### src/rtl/cbfp_sf_fifo_if.sv
// ---------------------------------------------------------------------------
// cbfp_sf_fifo_if
// Bus bundle for the scaling-factor FIFO that sits between two CBFP stages.
//   clr       : synchronous flush
//   push      : write-block request, in_sf[NUM_IN] carries the lane factors
//   pop       : read request
//   out_sf    : DATA_OUT popped factors, out_min is their minimum
//   out_valid : one-cycle strobe marking a new out_sf/out_min
//   count     : stored entries, full/empty are decodes of count
//   ovf_err / udf_err : sticky rejected-push / rejected-pop flags
// The master modport is the side that issues push/pop, the slave is the FIFO.
// ---------------------------------------------------------------------------
interface cbfp_sf_fifo_if #(
  parameter int FACTOR_WIDTH = 5,
  parameter int NUM_IN       = 4,
  parameter int DATA_OUT     = 32,
  parameter int ADDR_WIDTH   = 9
);
  logic                    clr;
  logic                    push;
  logic [FACTOR_WIDTH-1:0] in_sf [NUM_IN];
  logic                    pop;
  logic [FACTOR_WIDTH-1:0] out_sf [DATA_OUT];
  logic [FACTOR_WIDTH-1:0] out_min;
  logic                    out_valid;
  logic [ADDR_WIDTH:0]     count;
  logic                    full;
  logic                    empty;
  logic                    ovf_err;
  logic                    udf_err;

  modport master (
    output clr, push, in_sf, pop,
    input  out_sf, out_min, out_valid, count, full, empty, ovf_err, udf_err
  );

  modport slave (
    input  clr, push, in_sf, pop,
    output out_sf, out_min, out_valid, count, full, empty, ovf_err, udf_err
  );
endinterface

### src/rtl/cbfp_sf_fifo.sv
// ---------------------------------------------------------------------------
// cbfp_sf_fifo
// Scaling-factor FIFO between CBFP stages. A push stores NUM_IN block
// exponents, each replicated IN_REP times (one write block of WB entries).
// A pop returns DATA_OUT consecutive factors plus their unsigned minimum.
// Ports:
//   clk  : clock
//   rstn : asynchronous active-low reset (pointers, count, flags, outputs)
//   bus  : cbfp_sf_fifo_if.slave (clr, push, in_sf, pop in; out_sf, out_min,
//          out_valid, count, full, empty, ovf_err, udf_err out)
// All outputs are registers or decodes of the registered count, so there is
// no combinational path from inputs to outputs.
// ---------------------------------------------------------------------------
module cbfp_sf_fifo #(
  parameter int FACTOR_WIDTH = 5,
  parameter int NUM_IN       = 4,
  parameter int IN_REP       = 8,
  parameter int DATA_OUT     = 32,
  parameter int DEPTH        = 512,
  parameter int ADDR_WIDTH   = $clog2(DEPTH)
) (
  input  logic              clk,
  input  logic              rstn,
  cbfp_sf_fifo_if.slave     bus
);

  localparam int WB = NUM_IN * IN_REP;

  localparam logic [ADDR_WIDTH:0]   FULL_THR  = (ADDR_WIDTH+1)'(DEPTH - WB);
  localparam logic [ADDR_WIDTH:0]   WB_C      = (ADDR_WIDTH+1)'(WB);
  localparam logic [ADDR_WIDTH:0]   DO_C      = (ADDR_WIDTH+1)'(DATA_OUT);
  localparam logic [ADDR_WIDTH-1:0] WB_PTR    = ADDR_WIDTH'(WB);
  localparam logic [ADDR_WIDTH-1:0] DO_PTR    = ADDR_WIDTH'(DATA_OUT);

  // Pointer wrap relies on natural overflow, and a write block / read window
  // must never straddle the wrap in a way that breaks block alignment.
  if (((DEPTH & (DEPTH - 1)) != 0) || ((DEPTH % WB) != 0) ||
      ((DEPTH % DATA_OUT) != 0)) begin : g_bad_cfg
    $error("cbfp_sf_fifo: DEPTH must be a power of 2 and a multiple of NUM_IN*IN_REP and DATA_OUT");
  end

  function automatic logic [FACTOR_WIDTH-1:0] min_factor(
    input logic [FACTOR_WIDTH-1:0] v [DATA_OUT]
  );
    logic [FACTOR_WIDTH-1:0] m;
    m = v[0];
    for (int k = 1; k < DATA_OUT; k++) begin
      if (v[k] < m) m = v[k];
    end
    return m;
  endfunction

  logic [FACTOR_WIDTH-1:0] mem_q [DEPTH];

  logic [ADDR_WIDTH-1:0]   wptr_q,    wptr_d;
  logic [ADDR_WIDTH-1:0]   rptr_q,    rptr_d;
  logic [ADDR_WIDTH:0]     count_q,   count_d;
  logic                    valid_q,   valid_d;
  logic                    ovf_q,     ovf_d;
  logic                    udf_q,     udf_d;
  logic [FACTOR_WIDTH-1:0] out_sf_q  [DATA_OUT];
  logic [FACTOR_WIDTH-1:0] out_sf_d  [DATA_OUT];
  logic [FACTOR_WIDTH-1:0] out_min_q, out_min_d;
  logic [FACTOR_WIDTH-1:0] rd_sf     [DATA_OUT];

  logic full, empty, push_ok, pop_ok;

  assign full    = (count_q > FULL_THR);
  assign empty   = (count_q < DO_C);
  // Acceptance uses the flags from before this edge; clr overrides both.
  assign push_ok = bus.push & ~full  & ~bus.clr;
  assign pop_ok  = bus.pop  & ~empty & ~bus.clr;

  // Read window: memory contents before this edge, so no write-through.
  always_comb begin
    for (int k = 0; k < DATA_OUT; k++) begin
      rd_sf[k] = mem_q[rptr_q + ADDR_WIDTH'(k)];
    end
  end

  always_comb begin
    wptr_d    = wptr_q;
    rptr_d    = rptr_q;
    count_d   = count_q;
    valid_d   = 1'b0;
    ovf_d     = ovf_q;
    udf_d     = udf_q;
    out_sf_d  = out_sf_q;
    out_min_d = out_min_q;
    if (bus.clr) begin
      wptr_d  = '0;
      rptr_d  = '0;
      count_d = '0;
      ovf_d   = 1'b0;
      udf_d   = 1'b0;
    end else begin
      if (push_ok) wptr_d = wptr_q + WB_PTR;
      else if (bus.push) ovf_d = 1'b1;
      if (pop_ok) begin
        rptr_d    = rptr_q + DO_PTR;
        valid_d   = 1'b1;
        out_sf_d  = rd_sf;
        out_min_d = min_factor(rd_sf);
      end else if (bus.pop) begin
        udf_d = 1'b1;
      end
      count_d = count_q + (push_ok ? WB_C : '0) - (pop_ok ? DO_C : '0);
    end
  end

  always_ff @(posedge clk or negedge rstn) begin
    if (!rstn) begin
      wptr_q    <= '0;
      rptr_q    <= '0;
      count_q   <= '0;
      valid_q   <= 1'b0;
      ovf_q     <= 1'b0;
      udf_q     <= 1'b0;
      out_min_q <= '0;
      for (int k = 0; k < DATA_OUT; k++) out_sf_q[k] <= '0;
    end else begin
      wptr_q    <= wptr_d;
      rptr_q    <= rptr_d;
      count_q   <= count_d;
      valid_q   <= valid_d;
      ovf_q     <= ovf_d;
      udf_q     <= udf_d;
      out_min_q <= out_min_d;
      out_sf_q  <= out_sf_d;
    end
  end

  // Storage is not reset; pop gating ensures only written entries are read.
  always_ff @(posedge clk) begin
    if (push_ok) begin
      for (int i = 0; i < NUM_IN; i++) begin
        for (int j = 0; j < IN_REP; j++) begin
          mem_q[wptr_q + ADDR_WIDTH'(i*IN_REP + j)] <= bus.in_sf[i];
        end
      end
    end
  end

  assign bus.out_sf    = out_sf_q;
  assign bus.out_min   = out_min_q;
  assign bus.out_valid = valid_q;
  assign bus.count     = count_q;
  assign bus.full      = full;
  assign bus.empty     = empty;
  assign bus.ovf_err   = ovf_q;
  assign bus.udf_err   = udf_q;

endmodule
### src/flat_wrapper.sv
// flat-port wrapper written by rule: the top's interface ports become plain ports
module cbfp_sf_fifo_flat 
#(
  parameter int FACTOR_WIDTH = 5,
  parameter int NUM_IN       = 4,
  parameter int IN_REP       = 8,
  parameter int DATA_OUT     = 32,
  parameter int DEPTH        = 512,
  parameter int ADDR_WIDTH   = $clog2(DEPTH)
)
  (clk, rstn, bus_clr, bus_push, bus_in_sf, bus_pop, bus_out_sf, bus_out_min, bus_out_valid, bus_count, bus_full, bus_empty, bus_ovf_err, bus_udf_err);
  cbfp_sf_fifo_if #(.FACTOR_WIDTH(FACTOR_WIDTH), .NUM_IN(NUM_IN), .DATA_OUT(DATA_OUT), .ADDR_WIDTH(ADDR_WIDTH)) bus_i ();
  input  logic clk;
  input  logic rstn;
  input wire logic [$bits(bus_i.clr)-1:0] bus_clr;
  input wire logic [$bits(bus_i.push)-1:0] bus_push;
  input wire logic [$bits(bus_i.in_sf)-1:0] bus_in_sf;
  input wire logic [$bits(bus_i.pop)-1:0] bus_pop;
  output wire logic [$bits(bus_i.out_sf)-1:0] bus_out_sf;
  output wire logic [$bits(bus_i.out_min)-1:0] bus_out_min;
  output wire logic [$bits(bus_i.out_valid)-1:0] bus_out_valid;
  output wire logic [$bits(bus_i.count)-1:0] bus_count;
  output wire logic [$bits(bus_i.full)-1:0] bus_full;
  output wire logic [$bits(bus_i.empty)-1:0] bus_empty;
  output wire logic [$bits(bus_i.ovf_err)-1:0] bus_ovf_err;
  output wire logic [$bits(bus_i.udf_err)-1:0] bus_udf_err;
  assign bus_i.clr = bus_clr;
  assign bus_i.push = bus_push;
  assign bus_i.in_sf = {>>{bus_in_sf}};
  assign bus_i.pop = bus_pop;
  assign bus_out_sf = {>>{bus_i.out_sf}};
  assign bus_out_min = bus_i.out_min;
  assign bus_out_valid = bus_i.out_valid;
  assign bus_count = bus_i.count;
  assign bus_full = bus_i.full;
  assign bus_empty = bus_i.empty;
  assign bus_ovf_err = bus_i.ovf_err;
  assign bus_udf_err = bus_i.udf_err;
  cbfp_sf_fifo #(.FACTOR_WIDTH(FACTOR_WIDTH), .NUM_IN(NUM_IN), .IN_REP(IN_REP), .DATA_OUT(DATA_OUT), .DEPTH(DEPTH), .ADDR_WIDTH(ADDR_WIDTH)) u_core (.clk(clk), .rstn(rstn), .bus(bus_i));
endmodule
### config.mk
export PLATFORM = sky130hd
export DESIGN_NAME = cbfp_sf_fifo_flat
export DESIGN_NICKNAME = d
export VERILOG_FILES = /design/src/rtl/cbfp_sf_fifo_if.sv /design/src/rtl/cbfp_sf_fifo.sv /design/src/flat_wrapper.sv
export SDC_FILE = /design/constraint.sdc
export NUM_CORES = 2
export LEC_CHECK = 0
export ABC_AREA = 1
export BUFFER_PORTS_ARGS = -buffer_cell sky130_fd_sc_hd__clkbuf_2
export CORE_UTILIZATION = 24
export DETAILED_ROUTE_END_ITERATION = 10
export PLACE_DENSITY = 0.45
export SYNTH_ARGS = -nofsm -noshare
export SYNTH_HDL_FRONTEND = slang
export SYNTH_SLANG_ARGS = --single-unit
### constraint.sdc
create_clock -name clk -period 53.1 [get_ports clk]
set_input_delay 7.965 -clock clk [delete_from_list [all_inputs] [get_ports clk]]
set_output_delay 7.965 -clock clk [all_outputs]
set_load 0.1 [all_outputs]
## Word-level counts from Yosys, hierarchy flattened

Memory sizes are Yosys's and may differ from the RTL's.
Index checks and enable logic that the tools add are counted.

- Bits in registers: 196
- Latch bits: 0
- Bits in writable memories: 2,560
- Memory bits (read-only): 0
- Bits of input ports: 25
- Memories kept: 1

Memory list:

| name | words | width | read ports | clocked after Yosys merged registers in | wr ports | RTL line | source |
|---|---|---|---|---|---|---|---|
| u_core.mem_q | 512 | 5 | 32 | 0 | 32 | cbfp_sf_fifo.sv:53 | `logic [FACTOR_WIDTH-1:0] mem_q [DEPTH];` |

- Add/subtract/negate cells: 66
- $mul: 0
- Div/mod/pow operators: 0
- Order comparisons: 33
- Equality and inequality tests: 2
- Shift operators: 0
- Muxes and demuxes: 108
- Bitwise logic cells: 7
- Reduce and logical (&&, ||, !) cells: 7

Operators with widths:

| operator | number |
|---|---|
| $mux W5 | 91 |
| $add A9 B5 Y9 const B | 32 |
| $lt A5 B5 Y1 | 31 |
| $add A9 B4 Y9 const B | 16 |
| $add A9 B3 Y9 const B | 8 |
| $add A9 B2 Y9 const B | 4 |
| $mux W9 | 4 |
| $add A9 B1 Y9 const B | 2 |
| $add A9 B6 Y9 const B | 2 |
| $mux W6 | 2 |
| $add A10 B10 Y10 | 1 |
| $gt A10 B9 Y1 const B | 1 |
| $lt A10 B6 Y1 const B | 1 |
| $mux W1 | 10 |
| $mux W10 | 1 |
| $sub A10 B10 Y10 | 1 |
| $reduce_bool A2 Y1 | 4 |
| $reduce_and A2 Y1 | 3 |
| $and A1 B1 Y1 | 4 |
| $ne A2 B2 Y1 const B | 2 |
| $not A1 Y1 | 3 |

## Logic depth before layout (Yosys ltp)

- Depth after elaboration: 124
- Mapped depth: 250
- Mapped depth without buffers: 245

## Least setup slack after synthesis

Ideal clock, no wire load.

- Path kind: reg2reg
- From: register u_core.rptr_q[8]
- To: register u_core.out_min_q[4] (netlist: u_core.bus.out_min[4])
- Library setup time: 0.068 ns
- Arrival: 37.452 ns
- Data required time: 53.032 ns
- Slack: 15.580 ns
- Stages on the path, launching flop included: 226
- Buffers on the path: 10
- Cell sequence: dfrtp_1 -> buf_6 -> clkbuf_1 -> buf_6 -> clkbuf_1 -> clkbuf_1 -> clkbuf_1 -> clkbuf_1 -> buf_1 -> a32o_1 -> ha_1 -> a21oi_1 -> or2_2 -> nand2_1 -> inv_1 -> nand2_2 -> o21ai_0 -> ha_1 -> [190 not listed] -> a211oi_1 -> nand2_2 -> nand2_1 -> o21ai_1 -> ha_1 -> a21oi_1 -> nor2_1 -> a211oi_1 -> nand2_4 -> o21ai_0 -> ha_1 -> a21oi_1 -> nor2_1 -> a211oi_1 -> nand2_2 -> nand2_1 -> nand3_1 -> nand2_1

RTL lines:

| element | RTL line | source |
|---|---|---|
| from (decl) | cbfp_sf_fifo.sv:56 | `logic [ADDR_WIDTH-1:0] rptr_q, rptr_d;` |
| from (signal assigned) | cbfp_sf_fifo.sv:123 | `rptr_q <= rptr_d;` |
| to (signal assigned) | cbfp_sf_fifo.sv:128 | `out_min_q <= out_min_d;` |
| to (decl) | cbfp_sf_fifo.sv:63 | `logic [FACTOR_WIDTH-1:0] out_min_q, out_min_d;` |

==> summary.md <==
| Metric | Value |
|---|---|
| Outcome | complete, no violations |
| WL/cell | 26.2 um |
| Period utilization | 83.8% |
| Worst path arrival time | approximately 45000 ps |
| # setup viols final | 0 |
| Reg2reg end | u_core.bus.out_min[3] |
| Post-synth top flop | edfxtp_1 |
| FILL cells | about 23000 |
| Core area | between 0.2 and 0.25 mm^2 |
| All-layer global routing usage | 18.5% |
| Worst Setup Start Kind | flip-flop |
| FF-to-FF path depth | 223 |
| DP HPWL | 133 mm |
| Number of global-route vias before repair | roughly 40000 |
| Top cell by count, worst path | nand2_1 |
| Clock sinks | 1072 |
| Synthesized area | 0.0524 mm^2 |
| IO buf count | 202 |
| Chip height | 469 um |
| CTS hold repair buffers | 0 |
| R2r setup slk | 8630 ps |
| Area growth syn-to-layout | 14.0% |
| Worst EP required | 53800 ps |
| Critical path capture point type | flip-flop |
| Clk_lat worst skew | 800 ps |
| Wire length of the first global-routing pass | 295 mm |
| Setup Buffers After CTS | 0 |
| Highest routed layer | met5 |
| Peak fanout along the critical path | 41 |
| Clk root buf | clkbuf_16 |
| Row cnt | 171 |
| Initial antenna violation count | 13 |
| Crit path max-delay family | compound AO/OA/AOI/OAI gates |
| Yosys cell types | 59 |
| Largest net degree at the start of global routing | about 110 |
| Yosys top cell area share | about 55% |
| Critical path depth | 223 |
| CTS tree | yes |
| Fmax | about 22 MHz |
| Post-Route M1 WL | 91.9 mm |
| Setup CP Type | reg2reg |
| Worst Skew | roughly 85 ps |
| CP peak stage delay | 730 ps |
| Die Width | roughly 470 um |
| Setup TNS | 0 ps |
| Remaining antenna violation count | 0 |
| # H-tree levels | 3 |
| Commonest non-fill, non-tap cells in the layout | o21ai_0, edfxtp_1, nand2_1, nor2_1, clkbuf_2 |
| Layout cells sized above 1 | 13.0% |
| Pins over their slew limit | 0 |
| CP max stage cell | dfrtp_4 |
| Yosys reg bits | 1072 |
| Crit path capture | u_core.bus.out_min[3] |
| Syn avg cell area | about 10 um^2 |
| RR Startpoint | u_core.rptr_q[5] |
| Syn Inst Count | 5105 |
| DRC viols | 0 |
| WL met2 | between 90 and 100 mm |
| Register area share after synthesis | a little over 60% |
| # Max-Cap Violations | 0 |
| Initial Util | 24.1% |
| Top post-synthesis cells by area | edfxtp_1, o21ai_0, nand2_1, dfrtp_1, nor2_1 |
| # IOs | 205 |
| Clock Tree Buf Depth | 3 |
| Crit path from | u_core.rptr_q[5] |
| Commonest non-fill, non-tap cell in the layout | o21ai_0 |
| Fin. Hold Viols | 0 |
| Unrepaired setup endpoints after global routing | no |
| Remaining global-route overflow | 0 |
| Nets | 5187 |
| DR vias | 41400 |
| Full die area | 0.220 mm^2 |
| Total Routed Length | 209 mm |
| Vias/cell | between 5 and 6 |
| Type of the most critical hold path | reg2reg |
| Crit path buf inv count | 17 |
| FFs w/ async S/R, synth | 10.4% |
| Worst-Margin Slew | roughly 1300 ps |
| Yosys warns | 0 |
| First-pass iteration count of the detailed router | 7 |
| Post_cts resized | 0 |
| Min Tclk post-route | 44470 ps |
| Placer congestion estimate | 0.865 |
| Initial drt markers | ~5000 |
| Post-synth EDFFs | 960 |
| Dominant cell type by area after synthesis | edfxtp_1 |
| Clock Pin Slew Worst Setup and Hold Paths | approximately 60 ps |
| Met3 WL | 18.3 mm |
| Max_slew headroom | 9.60% |
| CTS Buf Count | roughly 120 |
-- cell families after synthesis --
group | count (synthesis) | synth area share [%]
AND/OR/NAND/NOR | 1590 | 12.5
AO/OA/AOI/OAI | 1587 | 17.8
flip-flops | 1072 | 60.4
buffers and inverters | 711 | 5.87
adder cells (fa/ha/maj) | 141 | 3.38
multiplexers | 3 | 0.0573
other | 1 | 0.00716
-- worst min path at each step --
stage | cells after the start | startpoint | slack [ps] | endpoint
2_1_floorplan | 3 | u_core.wptr_q[6] | 560 | u_core.wptr_q[6]
5_1_grt | 2 | u_core.bus.out_sf[0] | 500 | u_core.bus.out_sf[0]
3_5_place_dp | 2 | u_core.bus.out_sf[42] | 470 | u_core.bus.out_sf[42]
4_1_cts | 2 | u_core.bus.out_sf[11] | 480 | u_core.bus.out_sf[11]
6_report | 2 | u_core.bus.out_sf[11] | 480 | u_core.bus.out_sf[11]
3_3_place_gp | 2 | u_core.bus.out_sf[132] | 460 | u_core.bus.out_sf[132]
-- worst min-delay path, delay by kind of cell, from the launching register on --
family / cells / cell delay, ps
flops: 1 / 340
simple gates: 2 / 110
-- cell type report --
type                    instances  area, um^2  share of cell area, %
clock buffers                 151        3110                   5.21
repair buffers                347        2130                   3.57
multi-input cells            3323       17900                   30.0
clock inverters                72         717                   1.20
flip-flops and latches       1072       31600                   53.0
well taps                    2854        3570                   5.98
inverters                     159         616                   1.03
diodes                          4        10.0                 0.0168
-- Yosys cell counts (12+ instances only) --
library cell and number:
a2111oi_0 63, a211oi_1 20, a21oi_1 180, a221oi_1 78, a31oi_1 17, a32o_1 20, buf_1 42, buf_4 78
clkbuf_1 415, dfrtp_1 112, edfxtp_1 960, ha_1 140, inv_1 151, nand2_1 871, nand2_2 49, nand2_4 15
nand3_1 73, nand3_2 12, nor2_1 484, nor3_1 31, nor4_1 17, o21ai_0 1014, o21ai_1 15, o21ai_2 13
o221ai_1 78, o22ai_1 13, o32a_1 12, o32ai_1 15, or3_1 12
-- flip-flops by register name (all words and copies together), names as in the netlist --
| signal | flops |
|---|---|
| u_core.rptr_q | 4 |
| u_core.mem_q | 960 |
| u_core.bus.udf_err | 1 |
| u_core.bus.ovf_err | 1 |
| u_core.bus.out_sf | 88 |
| u_core.bus.out_min | 5 |
| u_core.bus.count | 8 |
| u_core.wptr_q | 4 |
| u_core.bus.out_valid | 1 |
-- routing by layer --
layer	vias up	track usage (%)
met3	306	3.75
met1	20900	25.9
met2	2007	28.4
li1	18200	-
met5	-	0
met4	6	5.81
-- stage by stage --
stage | std cells | cell area (um^2) | worst slack, ps | util, % | hold WS [ps]
finish | 7982 | 59700 | 8630 | 27.5 | 478
global route | 7979 | 59700 | 4210 | 27.5 | 498
CTS | 7978 | 59700 | 8960 | 27.5 | 482
detailed placement | 7755 | 55800 | 9170 | 25.7 | 466
global placement | 7755 | 55800 | 10260 | 25.7 | 463
floorplan | 5106 | 52400 | 15580 | - | 562
Power is not shown: default switching activity piles up to over one toggle a cycle in this logic, so the estimate is an artifact.
